## config.mk

```make
export PLATFORM = sky130hd
export DESIGN_NAME = tl_ul_channel_buffer
export DESIGN_NICKNAME = d
export VERILOG_FILES = /design/src/rtl/tl_ul_channel_buffer.sv
export SDC_FILE = /design/constraint.sdc
export NUM_CORES = 1
export LEC_CHECK = 0
export ABC_AREA = 1
export BUFFER_PORTS_ARGS = -buffer_cell sky130_fd_sc_hd__buf_4
export CAP_MARGIN = 0
export CELL_PAD_IN_SITES_DETAIL_PLACEMENT = 1
export CELL_PAD_IN_SITES_GLOBAL_PLACEMENT = 1
export CORE_MARGIN = 3
export CORE_UTILIZATION = 37
export CTS_CLUSTER_SIZE = 16
export DETAILED_ROUTE_END_ITERATION = 7
export PLACE_DENSITY_LB_ADDON = 0.1
export SETUP_SLACK_MARGIN = 0.1
export SLEW_MARGIN = 30
export SYNTH_ARGS = -nofsm -noshare
export SYNTH_HDL_FRONTEND = slang
export SYNTH_SLANG_ARGS = --single-unit
```

## constraint.sdc

```tcl
create_clock -name clock -period 4.7 [get_ports clock]
set_input_delay 0.94 -clock clock [delete_from_list [all_inputs] [get_ports clock]]
set_output_delay 0.94 -clock clock [all_outputs]
set_load 0.02 [all_outputs]
```

## src/rtl/tl_ul_channel_buffer.sv

```systemverilog
// TL-UL A/D channel buffer: each channel is either a wire passthrough (depth 0)
// or a registered ready/valid circular FIFO with an exported occupancy count.

module tl_ul_fifo #(
  parameter int W     = 8,
  parameter int DEPTH = 2,
  parameter int CW    = 2
) (
  input  logic          clock,
  input  logic          reset_n,
  input  logic          enq_valid,
  output logic          enq_ready,
  input  logic [W-1:0]  enq_bits,
  output logic          deq_valid,
  input  logic          deq_ready,
  output logic [W-1:0]  deq_bits,
  output logic [CW-1:0] count
);

  generate
    if (DEPTH == 0) begin : g_pass
      assign deq_valid = enq_valid;
      assign enq_ready = deq_ready;
      assign deq_bits  = enq_bits;
      assign count     = '0;
    end else begin : g_fifo
      localparam int PW = (DEPTH > 1) ? $clog2(DEPTH) : 1;

      logic [W-1:0]  r_mem [DEPTH];
      logic [PW-1:0] r_rd_ptr;
      logic [PW-1:0] r_wr_ptr;
      logic [CW-1:0] r_count;
      logic          w_enq_fire;
      logic          w_deq_fire;

      // Ready and valid come only from the count, so neither side sees the other combinationally.
      assign enq_ready  = (r_count != CW'(DEPTH));
      assign deq_valid  = (r_count != '0);
      assign deq_bits   = r_mem[r_rd_ptr];
      assign count      = r_count;
      assign w_enq_fire = enq_valid && enq_ready;
      assign w_deq_fire = deq_valid && deq_ready;

      // Payload storage is deliberately left out of reset.
      always_ff @(posedge clock) begin
        if (w_enq_fire) begin
          r_mem[r_wr_ptr] <= enq_bits;
        end
      end

      always_ff @(posedge clock or negedge reset_n) begin
        if (!reset_n) begin
          r_rd_ptr <= '0;
          r_wr_ptr <= '0;
          r_count  <= '0;
        end else begin
          if (w_enq_fire) begin
            r_wr_ptr <= (r_wr_ptr == PW'(DEPTH - 1)) ? '0 : r_wr_ptr + PW'(1);
          end
          if (w_deq_fire) begin
            r_rd_ptr <= (r_rd_ptr == PW'(DEPTH - 1)) ? '0 : r_rd_ptr + PW'(1);
          end
          if (w_enq_fire && !w_deq_fire) begin
            r_count <= r_count + CW'(1);
          end else if (!w_enq_fire && w_deq_fire) begin
            r_count <= r_count - CW'(1);
          end
        end
      end
    end
  endgenerate

endmodule

module tl_ul_channel_buffer #(
  parameter  int ADDR_W  = 32,
  parameter  int DATA_W  = 32,
  parameter  int SIZE_W  = 4,
  parameter  int SRC_W   = 1,
  parameter  int A_DEPTH = 2,
  parameter  int D_DEPTH = 2,
  localparam int A_W     = 7 + SIZE_W + SRC_W + ADDR_W + DATA_W / 8 + DATA_W,
  localparam int D_W     = 8 + SIZE_W + SRC_W + DATA_W,
  localparam int A_CW    = (A_DEPTH == 0) ? 1 : $clog2(A_DEPTH + 1),
  localparam int D_CW    = (D_DEPTH == 0) ? 1 : $clog2(D_DEPTH + 1)
) (
  input  logic            clock,
  input  logic            reset_n,
  input  logic            in_a_valid,
  output logic            in_a_ready,
  input  logic [A_W-1:0]  in_a_bits,
  output logic            out_a_valid,
  input  logic            out_a_ready,
  output logic [A_W-1:0]  out_a_bits,
  input  logic            out_d_valid,
  output logic            out_d_ready,
  input  logic [D_W-1:0]  out_d_bits,
  output logic            in_d_valid,
  input  logic            in_d_ready,
  output logic [D_W-1:0]  in_d_bits,
  output logic [A_CW-1:0] a_count,
  output logic [D_CW-1:0] d_count
);

  tl_ul_fifo #(.W(A_W), .DEPTH(A_DEPTH), .CW(A_CW)) u_a_fifo (
    .clock     (clock),
    .reset_n   (reset_n),
    .enq_valid (in_a_valid),
    .enq_ready (in_a_ready),
    .enq_bits  (in_a_bits),
    .deq_valid (out_a_valid),
    .deq_ready (out_a_ready),
    .deq_bits  (out_a_bits),
    .count     (a_count)
  );

  // D flows slave -> master, so the enqueue side is the out_d port.
  tl_ul_fifo #(.W(D_W), .DEPTH(D_DEPTH), .CW(D_CW)) u_d_fifo (
    .clock     (clock),
    .reset_n   (reset_n),
    .enq_valid (out_d_valid),
    .enq_ready (out_d_ready),
    .enq_bits  (out_d_bits),
    .deq_valid (in_d_valid),
    .deq_ready (in_d_ready),
    .deq_bits  (in_d_bits),
    .count     (d_count)
  );

endmodule

```

==> run_results.csv <==
group,metric,value,unit
run_status,status,"completed",
flow_run,cap_violations,0,
min_path,hp-class,"in2async",
synth,yosysMostFrequentCell,"nand2_1",
worst_setup_path,rr_worst_depth,5,
synth,ys_ff_latch,258,
synth,ys.flop_type,"edfxtp_1",
worst_setup_path,ff2ff_setup_slack,2.57,ns
final_layout,n_fill_cell,2641,
worst_setup_path,critPathKind,"reg2out",
synth,ys_async_sr_fraction,3.10,%
synth,synth_area,9580,µm²
worst_setup_path,max_stage_delay,0.71,ns
clock_tree,holdBufCountCts,0,
power_and_ir_drop,powerDensity,682,nW/µm²
timing,worst_hold_slack,0.229,ns
synth,yosys.area.top_type,"edfxtp_1",
power_and_ir_drop,netSwitchingFraction,36.6,%
die,fp-row-count,58,
clock_tree,path_clk_slew,0.06,ns
worst_setup_path,cp.required,3.76,ns
timing,setup_ws,1.66,ns
synth,synth_warnings,0,
worst_setup_path,timing.rr.start,"u_a_fifo.count[0]$_DFFE_PN0P_",
die,die_width,167,µm
worst_setup_path,arrival,2.10,ns
synth,synth_nets,842,
drt,wl,22500,µm
timing,clock_skew,0.0215,ns
synth,syn_avg_cell_area,13.5,µm²
grt,antenna_found_initial,2,
placed_design,dpl.hpwl,14900,µm
power_and_ir_drop,p_clk_share,23.5,%
placed_design,port_buffers,263,
timing,tightestPinTransition,0.918,ns
clock_tree,cts-resized-gates,0,
drt,wire_per_inst,16.9,µm
clock_tree,clockBufferDepth,3,
drt,drt-pass1-iter-count,4,
die,start_util,37.8,%
die,io_pins,264,
timing,fin_crit_sh,64.6,%
timing,slew_viol_final,0,
placed_design,post-place-ws,2.10,ns
synth,synth.distinct_cells,16,
power_and_ir_drop,comb_power_share,38.5,%
power_and_ir_drop,p_int,5.49,mW
power_and_ir_drop,p_sw,3.16,mW
timing,maxSlewHeadroom,38.8,%
synth,synth-seq-area-share,80.5,%
die,core,25300,µm²
synth,yosys.area.top_type_share,78.4,%
final_layout,nNetsFinal,1116,
worst_setup_path,r2r_end,"u_a_fifo.g_fifo.r_mem[1][50]$_DFFE_PP_",
timing,fmax,329,MHz
clock_tree,root_buffer,"clkbuf_16",
final_layout,syn2layout_area_growth,32.5,%
grt,grt_max_degree,82,
die,fp.dieH,167,µm
worst_setup_path,crit_path_cell_trace,"buf_4 -> nand2_1 -> nand2_1 -> buf_4",
power_and_ir_drop,peakVddDrop,0.000339,V
timing,rsz0062_at_grt,"no",
synth,yosys-top-cells-count,"nand2_1 (393), edfxtp_1 (250), buf_6 (13)",
timing,period_needed,3.04,ns
worst_setup_path,cp_max_fo,81,
worst_setup_path,crit_start,"u_a_fifo.g_fifo.r_rd_ptr$_DFFE_PN0P_",
timing,finalSetupViolCount,0,
clock_tree,numCtsBuffers,27,
timing,fin_setup_tns,0,ns
drt,num_vias,6028,
grt,grt-ovfl-total,0,
clock_tree,insertion_delay,0.52,ns
clock_tree,cts_sinks,258,
clock_tree,h-tree-depth,1,
drt,ant_nets,0,
worst_setup_path,crit_slowest_cell,"buf_4",
synth,synth_area_leaders,"edfxtp_1 (78%), nand2_1 (15%), dfrtp_1 (2.1%)",
synth,syn_inst,709,
grt,track_usage,15.6,%
worst_setup_path,crit_path_end_kind,"output port",
timing,finalHoldViolCount,0,
grt,grt_pass1_wl,34300,µm
grt,grt_pass1_vias,6401,
power_and_ir_drop,p_leak,5.42,nW
drt,dr.first_iter.drc_count,233,
placed_design,gp_congestion,0.740,
clock_tree,tritoncts,"done",
synth,synth-edff-count,250,
worst_setup_path,critPathLaunchType,"flop",
drt,routed_via_density,4.52,
final_layout,drive_gt1_share,31.8,%
drt,drcViolationCount,0,
power_and_ir_drop,pwr-share-seq,38.0,%
clock_tree,post_cts_buffers,0,
die,dieArea,27800,µm²
-- how the worst max path moves through the flow --
stage                     slack, ns                                     end
after CTS                      1.58                          out_a_bits[40]
after floorplan               -0.18   u_a_fifo.g_fifo.r_mem[0][0]$_DFFE_PP_
after global placement         2.14  u_a_fifo.g_fifo.r_mem[1][20]$_DFFE_PP_
after detailed placement       2.10   u_a_fifo.g_fifo.r_mem[1][0]$_DFFE_PP_
final                          1.66                          out_a_bits[40]
after global routing           1.49                          out_a_bits[40]
-- final cells by class --
type / count / area, µm² / area share, %
antenna: 1 / 2.50 / 0.0197
clock inverter: 19 / 159 / 1.25
inverter: 14 / 57.6 / 0.454
multi-input combinational: 411 / 1630 / 12.8
tap: 330 / 413 / 3.25
sequential: 258 / 7710 / 60.8
clock buffer: 30 / 687 / 5.41
timing repair buffer: 271 / 2030 / 16.0
-- stage by stage --
step	utilization, %	instances	total power [mW]	cell area, µm²
global route	50.1	1334	9.19	12700
floorplan	-	709	5.33	9580
CTS	50.1	1333	8.82	12700
detailed placement	46.7	1284	6.76	11800
finish	50.1	1334	8.65	12700
global placement	46.7	1284	6.70	11800
-- cell usage in the layout (no fill, tap or decap), drive strengths merged --
cell type,netlist,routed
buf,26,271
bufinv,0,3
clkbuf,0,30
clkinv,0,16
dfrtp,8,8
diode,0,1
edfxtp,250,250
ha,2,2
inv,14,14
nand2,395,395
nand3,4,4
nand4,2,2
nor2,4,4
xnor2,2,2
xor2,2,2
-- worst max-delay path: cells and delay by family, from the launching register on --
| kind | cells | cell delay [ns] |
|---|---|---|
| buffers and inverters | 2 | 0.86 |
| flip-flops | 1 | 0.40 |
| AND/OR/NAND/NOR | 2 | 0.29 |
-- routing by layer --
layer	up-vias	routed length [µm]	track usage [%]
met1	2873	8640	18.1
met4	2	425	4.02
met2	198	11000	26.6
met5	-	13	0
li1	2925	-	-
met3	30	2440	6.88
-- flip-flops by register name, summed over array words and instances (netlist names) --
signal and flops:
u_a_fifo.g_fifo.r_mem 160, u_d_fifo.g_fifo.r_mem 90, u_a_fifo.count 2, u_d_fifo.count 2
u_a_fifo.g_fifo.r_rd_ptr 1, u_a_fifo.g_fifo.r_wr_ptr 1, u_d_fifo.g_fifo.r_rd_ptr 1, u_d_fifo.g_fifo.r_wr_ptr 1
-- power by group through the flow --
stage | clock, mW | combinational, mW | sequential, mW
3_5_place_dp | 0 | 3.42 | 3.34
2_1_floorplan | 0 | 1.96 | 3.37
5_1_grt | 2.19 | 3.67 | 3.33
4_1_cts | 2.10 | 3.43 | 3.29
3_3_place_gp | 0 | 3.38 | 3.32
6_report | 2.03 | 3.33 | 3.29
-- logic make-up (layout without fill, tap and decap cells) --
logic type / after synthesis / in the layout / share of synthesized area [%]
other: 0 / 1 / 0
AND/OR/NAND/NOR: 405 / 405 / 16.0
XOR/XNOR: 4 / 4 / 0.366
adder cells (fa/ha/maj): 2 / 2 / 0.261
flip-flops: 258 / 258 / 80.5
buffers and inverters: 40 / 334 / 2.86
(Power assumes the default switching activity.)
